### src/rtl/ah_credit_rx_buffer.sv
// rtl/ah_credit_rx_buffer.sv - receive-side credit buffer in front of the w2n packet converter
//
// Purpose:
//   Holds WIDTH-bit words from a credit-flow-controlled link in a DEPTH-entry
//   FIFO. The words are presented downstream over valid/ready. One credit is
//   returned for every entry freed. DEPTH initial credits are issued after reset.
//
// Ports:
//   clk        clock
//   rstn       asynchronous active-low reset
//   wdata      link write data
//   wvalid     link write strobe (sender only asserts it while it holds a credit)
//   wcredit    one-cycle credit-return pulse, one pulse per entry
//   rdata      FIFO head data (0 while empty)
//   rvalid     FIFO non-empty
//   rready     converter accepts the head word
//   ovf_err    (AH_CREDIT_RX_STATUS_EN only) sticky overflow flag
//   init_done  (AH_CREDIT_RX_STATUS_EN only) initial credit burst completed
//
// Optional feature macro: AH_CREDIT_RX_STATUS_EN
module ah_credit_rx_buffer #(
  parameter int WIDTH = 20,
  parameter int DEPTH = 4,
  parameter int AW    = $clog2(DEPTH),
  parameter int CW    = $clog2(DEPTH + 1)
) (
  input  logic             clk,
  input  logic             rstn,
  input  logic [WIDTH-1:0] wdata,
  input  logic             wvalid,
  output logic             wcredit,
  output logic [WIDTH-1:0] rdata,
  output logic             rvalid,
  input  logic             rready
`ifdef AH_CREDIT_RX_STATUS_EN
  ,
  output logic             ovf_err,
  output logic             init_done
`endif
);

  logic [WIDTH-1:0] mem_q [DEPTH];
  logic [AW-1:0]    wr_ptr_q, wr_ptr_d;
  logic [AW-1:0]    rd_ptr_q, rd_ptr_d;
  logic [AW:0]      count_q, count_d;
  logic [CW-1:0]    pending_q, pending_d;
  logic             wcredit_q, credit_d;
  logic             full, push, pop;

  // A pop in the same cycle never frees room for a push into a full FIFO.
  assign full    = (count_q == (AW + 1)'(DEPTH));
  assign push    = wvalid && !full;
  assign rvalid  = (count_q != '0);
  assign pop     = rvalid && rready;
  assign rdata   = rvalid ? mem_q[rd_ptr_q] : '0;
  assign wcredit = wcredit_q;

  always_comb begin
    // Pointers wrap naturally because DEPTH is a power of two.
    wr_ptr_d  = wr_ptr_q + AW'(push);
    rd_ptr_d  = rd_ptr_q + AW'(pop);
    count_d   = count_q + (AW + 1)'(push) - (AW + 1)'(pop);
    // At most one credit per cycle; pending absorbs pops that arrive while
    // the initial burst is still draining, so no credit is ever lost.
    credit_d  = (pending_q != '0) | pop;
    pending_d = pending_q + CW'(pop) - CW'(credit_d);
  end

  always_ff @(posedge clk or negedge rstn) begin
    if (!rstn) begin
      wr_ptr_q  <= '0;
      rd_ptr_q  <= '0;
      count_q   <= '0;
      pending_q <= CW'(DEPTH);
      wcredit_q <= 1'b0;
    end else begin
      wr_ptr_q  <= wr_ptr_d;
      rd_ptr_q  <= rd_ptr_d;
      count_q   <= count_d;
      pending_q <= pending_d;
      wcredit_q <= credit_d;
    end
  end

  // Storage needs no reset: rdata is masked while the FIFO is empty.
  always_ff @(posedge clk) begin
    if (push) begin
      mem_q[wr_ptr_q] <= wdata;
    end
  end

`ifdef AH_CREDIT_RX_STATUS_EN
  typedef enum logic {ST_INIT, ST_RUN} state_e;

  state_e state_q, state_d;
  logic   ovf_q;

  always_comb begin
    state_d = state_q;
    case (state_q)
      ST_INIT: if (pending_d == '0) state_d = ST_RUN;
      ST_RUN:  state_d = ST_RUN;
      default: state_d = ST_INIT;
    endcase
  end

  always_ff @(posedge clk or negedge rstn) begin
    if (!rstn) begin
      state_q <= ST_INIT;
      ovf_q   <= 1'b0;
    end else begin
      state_q <= state_d;
      ovf_q   <= ovf_q | (wvalid && full);
    end
  end

  assign ovf_err   = ovf_q;
  assign init_done = (state_q == ST_RUN);
`endif

endmodule

### config.mk
export PLATFORM = sky130hd
export DESIGN_NAME = ah_credit_rx_buffer
export DESIGN_NICKNAME = d
export VERILOG_FILES = /design/src/rtl/ah_credit_rx_buffer.sv
export SDC_FILE = /design/constraint.sdc
export NUM_CORES = 1
export LEC_CHECK = 0
export ABC_AREA = 0
export BUFFER_PORTS_ARGS = -buffer_cell sky130_fd_sc_hd__buf_2
export CORE_ASPECT_RATIO = 2
export CORE_UTILIZATION = 50
export CTS_CLUSTER_SIZE = 8
export DETAILED_ROUTE_END_ITERATION = 7
export MAX_ROUTING_LAYER = met4
export PLACE_DENSITY = 0.77
export SYNTH_ARGS = -nofsm -noshare
export SYNTH_HDL_FRONTEND = slang
export SYNTH_SLANG_ARGS = --single-unit
### constraint.sdc
create_clock -name clk -period 5.1 [get_ports clk]
set_clock_uncertainty 0.1 [all_clocks]
set_input_delay 1.53 -clock clk [delete_from_list [all_inputs] [get_ports clk]]
set_output_delay 1.53 -clock clk [all_outputs]
set_load 0.005 [all_outputs]
# Word-level counts from Yosys, hierarchy flattened
# Memory sizes are Yosys's and may differ from the RTL's.
# Index checks and enable logic that the tools add are counted.
# word_totals
register_bits,11
latch_bits,0
ram_bits,80
mem_bits_ro,0
wordCells,22
n_memories,1
# memory_table
name,depth,width,read_ports,rd_ports_with_merged_regs,write_ports,line_no,rtl
mem_q,4,20,1,0,1,42,logic [WIDTH-1:0] mem_q [DEPTH];
# op_classes
add_sub_neg,6
n_mul,0
n_div,0
order_cmp,0
n_eq_ne,1
shift,0
n_mux,3
bitwise,1
reduce_logical,5
# op_table
operator,count
$mux 20,1
$add 3x1->3,2
$reduce_bool 3->1,2
$sub 3x1->3,2
$add 2x1->2,2
$eq 3x3->1 const B,1
$logic_and 1x1->1,2
$mux 1,2
$logic_not 1->1,1
$or 1x1->1,1

# Longest topological paths before layout
# depth
depth_word,5
depth_mapped,8
ltp_nobuf,8

# Worst setup path after synthesis
# OpenSTA, ideal clock, no wires.
# synth_timing
kind,input-to-reg
startpoint,in wvalid
endpoint,mem mem_q[0][0] (enable)
arrival_ns,3.649
t_required_ns,4.545
setup_slack_ns,0.896
cell_stages,1
path_buffers,0
cell_sequence,nor4b_1
# synth_via
elab_chain_cells,3
# synth_rtl
element,line_no,rtl
from (decl),30,"input logic wvalid,"
$logic_and 1x1->1,52,assign push = wvalid && !full;
$mux 1,87,if (push) begin
$mux 1 (not written as such),88,mem_q[wr_ptr_q] <= wdata;
to (decl),42,
# Every way passes these cells.

# Final worst setup path
# layout_timing
startpoint,reg rd_ptr_q[0]
endpoint,out rdata[0]
# layout_via
elab_chain_cells,2
# layout_rtl
element,line_no,rtl
from (decl),44,"logic [AW-1:0] rd_ptr_q, rd_ptr_d;"
from (signal assigned),78,rd_ptr_q <= rd_ptr_d;
$mem_v2 4x20,n/a,
$mux 20,55,assign rdata = rvalid ? mem_q[rd_ptr_q] : '0;
to (decl),32,"output logic [WIDTH-1:0] rdata,"
# Every way passes these cells.

==> results.toml <==
[logic_synthesis]
ys_top_cells_by_count = "80 x edfxtp_1, 20 x and2_1, 18 x mux4_2, 10 x dfrtp_1, 6 x inv_1"
synth_edf_count = 80
synth.distinct_cells = 26
yosys-mux-area-fraction_pct = 12.8
syn_area_mm2 = 0.00358
async_flop_share_pct = 12.1
synth_top_family_by_area = "multiplexers"
yosys.area_share.simple_pct = 5.56
synth_adder_area_share_pct = 2.52
ys_ff_latch = 91
syn_avg_cell_area_um2 = 21.0
synth_ff_type = "edfxtp_1"
synth_cells = 170
yosysWarningCount = 0
synthXorXnorAreaFrac_pct = 1.71
synth_most_common_cell = "edfxtp_1"
synth_top_area_share_pct = 67.2
syn-num-nets = 200
yosys.area.top_type = "edfxtp_1"
synth_compound_area_share_pct = 0.735
synth_area_leaders = "edfxtp_1 67%, mux4_2 11%, dfrtp_1 7.0%, and2_1 3.5%, mux4_1 1.5%"
yosysSeqAreaShare_pct = 74.9

[cells_and_area]
antennaDiodeCount = 0
seq_area_mm2 = 0.00268
final_layout_size_suffix_gt1_share_pct = 36.7
area_growth_pct = 18.8
fill_cells = 481
layout.nets = 254
multi_input_area_um2 = 871

[timing]
worst_slack_ps = 1130
relSlewSlack_pct = 27.1
min_period_ps = 3970
drv_slew = 0
period_share_pct = 77.8
whs_ps = 391
rsz0062_at_grt = "false"
fmax_mhz = 252
worst_pin_slew_ps = 1090
finalHoldViolations = 0
tns_ps = 0
setup_violations = 0

[hold_path]
min_to = "pending_q[2]"
min_from = "pending_q[2]"
hold_depth = 1
hold_path.class = "reg -> reg"

[drt]
vias = 1712
first_iter_violations = 61
vias_per_cell = 5.37
routed_wl_mm = 5.68
drc_errors = 0
first_pass_iters = 4
final_antenna_net_count = 0
wl_per_cell_um = 17.8

[placement]
portBuffers = 45
finalWeightedCongestion = 0.744
pre_cts_ws_ps = 1430
hpwlAfterDp_mm = 3.67

[grt]
antenna_found_initial = 0
grt_pass1_wl_mm = 8.83
grt_overflow_total = 0
grt_pass1_vias = 1761
grtUsageTotal_pct = 18.0
grt_max_degree = 24

[power]
p_comb_share_pct = 28.5
power_density_mw_per_mm2 = 595
p_leak_nw = 1.52
sw_frac_of_total_pct = 27.1
ir_drop_v = 0.000439
clockPowerShare_pct = 26.5
seqPwrFrac_pct = 44.9
total_power_w = 0.00253
net-switching-power_w = 0.000684
intPower_w = 0.00184

[clock_tree]
cts_tree = "done"
clock_latency_ps = 330
post-cts-setup-buffer-count = 0
clk_pin_slew_worst_paths_ps = 60
numClockSinks = 91
h-tree-depth = 3
cts_buffer_depth = 2
cts_buffers = 9
cts.repair.resized = 0
postCtsHoldBufs = 0
cts-root-buf = "clkbuf_16"

[worst_setup_path]
critPathArrivalTime_ps = 2340
crit_buf_inv = 2
crit_required_ps = 3470
cpLargestDelayFamily = "flip-flops"
r2r_end = "count_q[2]"
crit_slowest_cell = "dfrtp_1"
worst-setup-path-type = "reg -> out"
path_cells = "buf_4 > mux4_1 > and2_1 > buf_2"
startpoint = "rd_ptr_q[0]"
end_kind = "output port"
r2r_cells = 8
critPathMaxFanout = 12
cp-start-kind = "flop"
cp_slowest_stage_delay_ps = 780
rr_startpoint = "count_q[1]"
r2r_slack_ps = 2280

[die]
dieArea_mm2 = 0.00752
start_util_pct = 51.5
fp-row-count = 43
ios = 46
die_x_um = 61.8
coreArea_mm2 = 0.00694
die_h_um = 122

[run_status]
status = "finished clean"

[run]
maxCapViolations = 0
worst max path at each step:
stage,to,slack [ps],depth (start not counted)
after floorplan,mem_q[0][0],900,1
after global placement,rdata[0],1430,4
after detailed placement,rdata[0],1430,4
after CTS,rdata[0],1070,4
after global routing,rdata[19],960,4
final,rdata[0],1130,4
placed cells by master, fill, tap and decap left out:
cell type / instances
edfxtp_1: 80
buf_2: 45
and2_1: 20
mux4_2: 18
dfrtp_1: 10
clkbuf_16: 9
inv_1: 6
xnor2_1: 5
ha_1: 4
buf_4: 4
mux4_1: 2
a21oi_1: 2
nor4bb_4: 2
xor2_1: 2
fa_1: 2
bufinv_16: 2
clkinv_1: 2
o31ai_1: 1
o311ai_0: 1
or3_1: 1
nor3b_1: 1
nor2b_1: 1
nor3_1: 1
nand2_1: 1
nor4b_2: 1
and4b_1: 1
nand2b_1: 1
clkinvlp_4: 1
clkbuf_1: 1
clkinv_2: 1
dfstp_2: 1
state kept, by name, summed over array words and instances (netlist names):
register / flops
wcredit: 1
rd_ptr_q: 2
wr_ptr_q: 2
count_q: 3
pending_q: 3
mem_q: 80
power groups by stage:
stage | Clock (W) | Combinational (W) | Sequential (W)
6_report | 0.000670 | 0.000721 | 0.00114
5_1_grt | 0.000710 | 0.000809 | 0.00116
4_1_cts | 0.000685 | 0.000743 | 0.00114
3_5_place_dp | 0 | 0.000741 | 0.00115
3_3_place_gp | 0 | 0.000725 | 0.00114
2_1_floorplan | 0 | 0.000542 | 0.00108
cell families after synthesis:
| family | after synthesis |
|---|---|
| multiplexers | 20 |
| flip-flops | 91 |
| AND/OR/NAND/NOR | 30 |
| XOR/XNOR | 7 |
| adder cells (fa/ha/maj) | 6 |
| buffers and inverters | 12 |
| AO/OA/AOI/OAI | 4 |
through the flow:
stage                     cells  instance area, um^2  util [%]
after floorplan             170                 3580         -
after global placement      303                 3940      56.8
after detailed placement    303                 3940      56.8
after CTS                   319                 4250      61.2
after global routing        319                 4250      61.2
final                       319                 4250      61.2
routing by layer:
| metal | track usage, % | part of all wire [%] | routed length [um] | up-vias |
|---|---|---|---|---|
| met5 | - | 0 | 0 | - |
| met4 | 9.17 | 1.1 | 65 | 0 |
| met3 | 4.46 | 3.6 | 207 | 4 |
| met2 | 28.0 | 56 | 3170 | 44 |
| met1 | 21.4 | 39 | 2240 | 881 |
| li1 | - | - | - | 783 |
area by class of cell:
cell class                      instances  area share [%]
Clock buffer                           10            5.39
Clock inverter                          6            1.88
Sequential cell                        91            63.0
Timing Repair Buffer                   49            6.01
Tap cell                               90            2.65
Multi-Input combinational cell         67            20.5
Inverter                                6           0.530
Power figures use the tool's default switching activity.
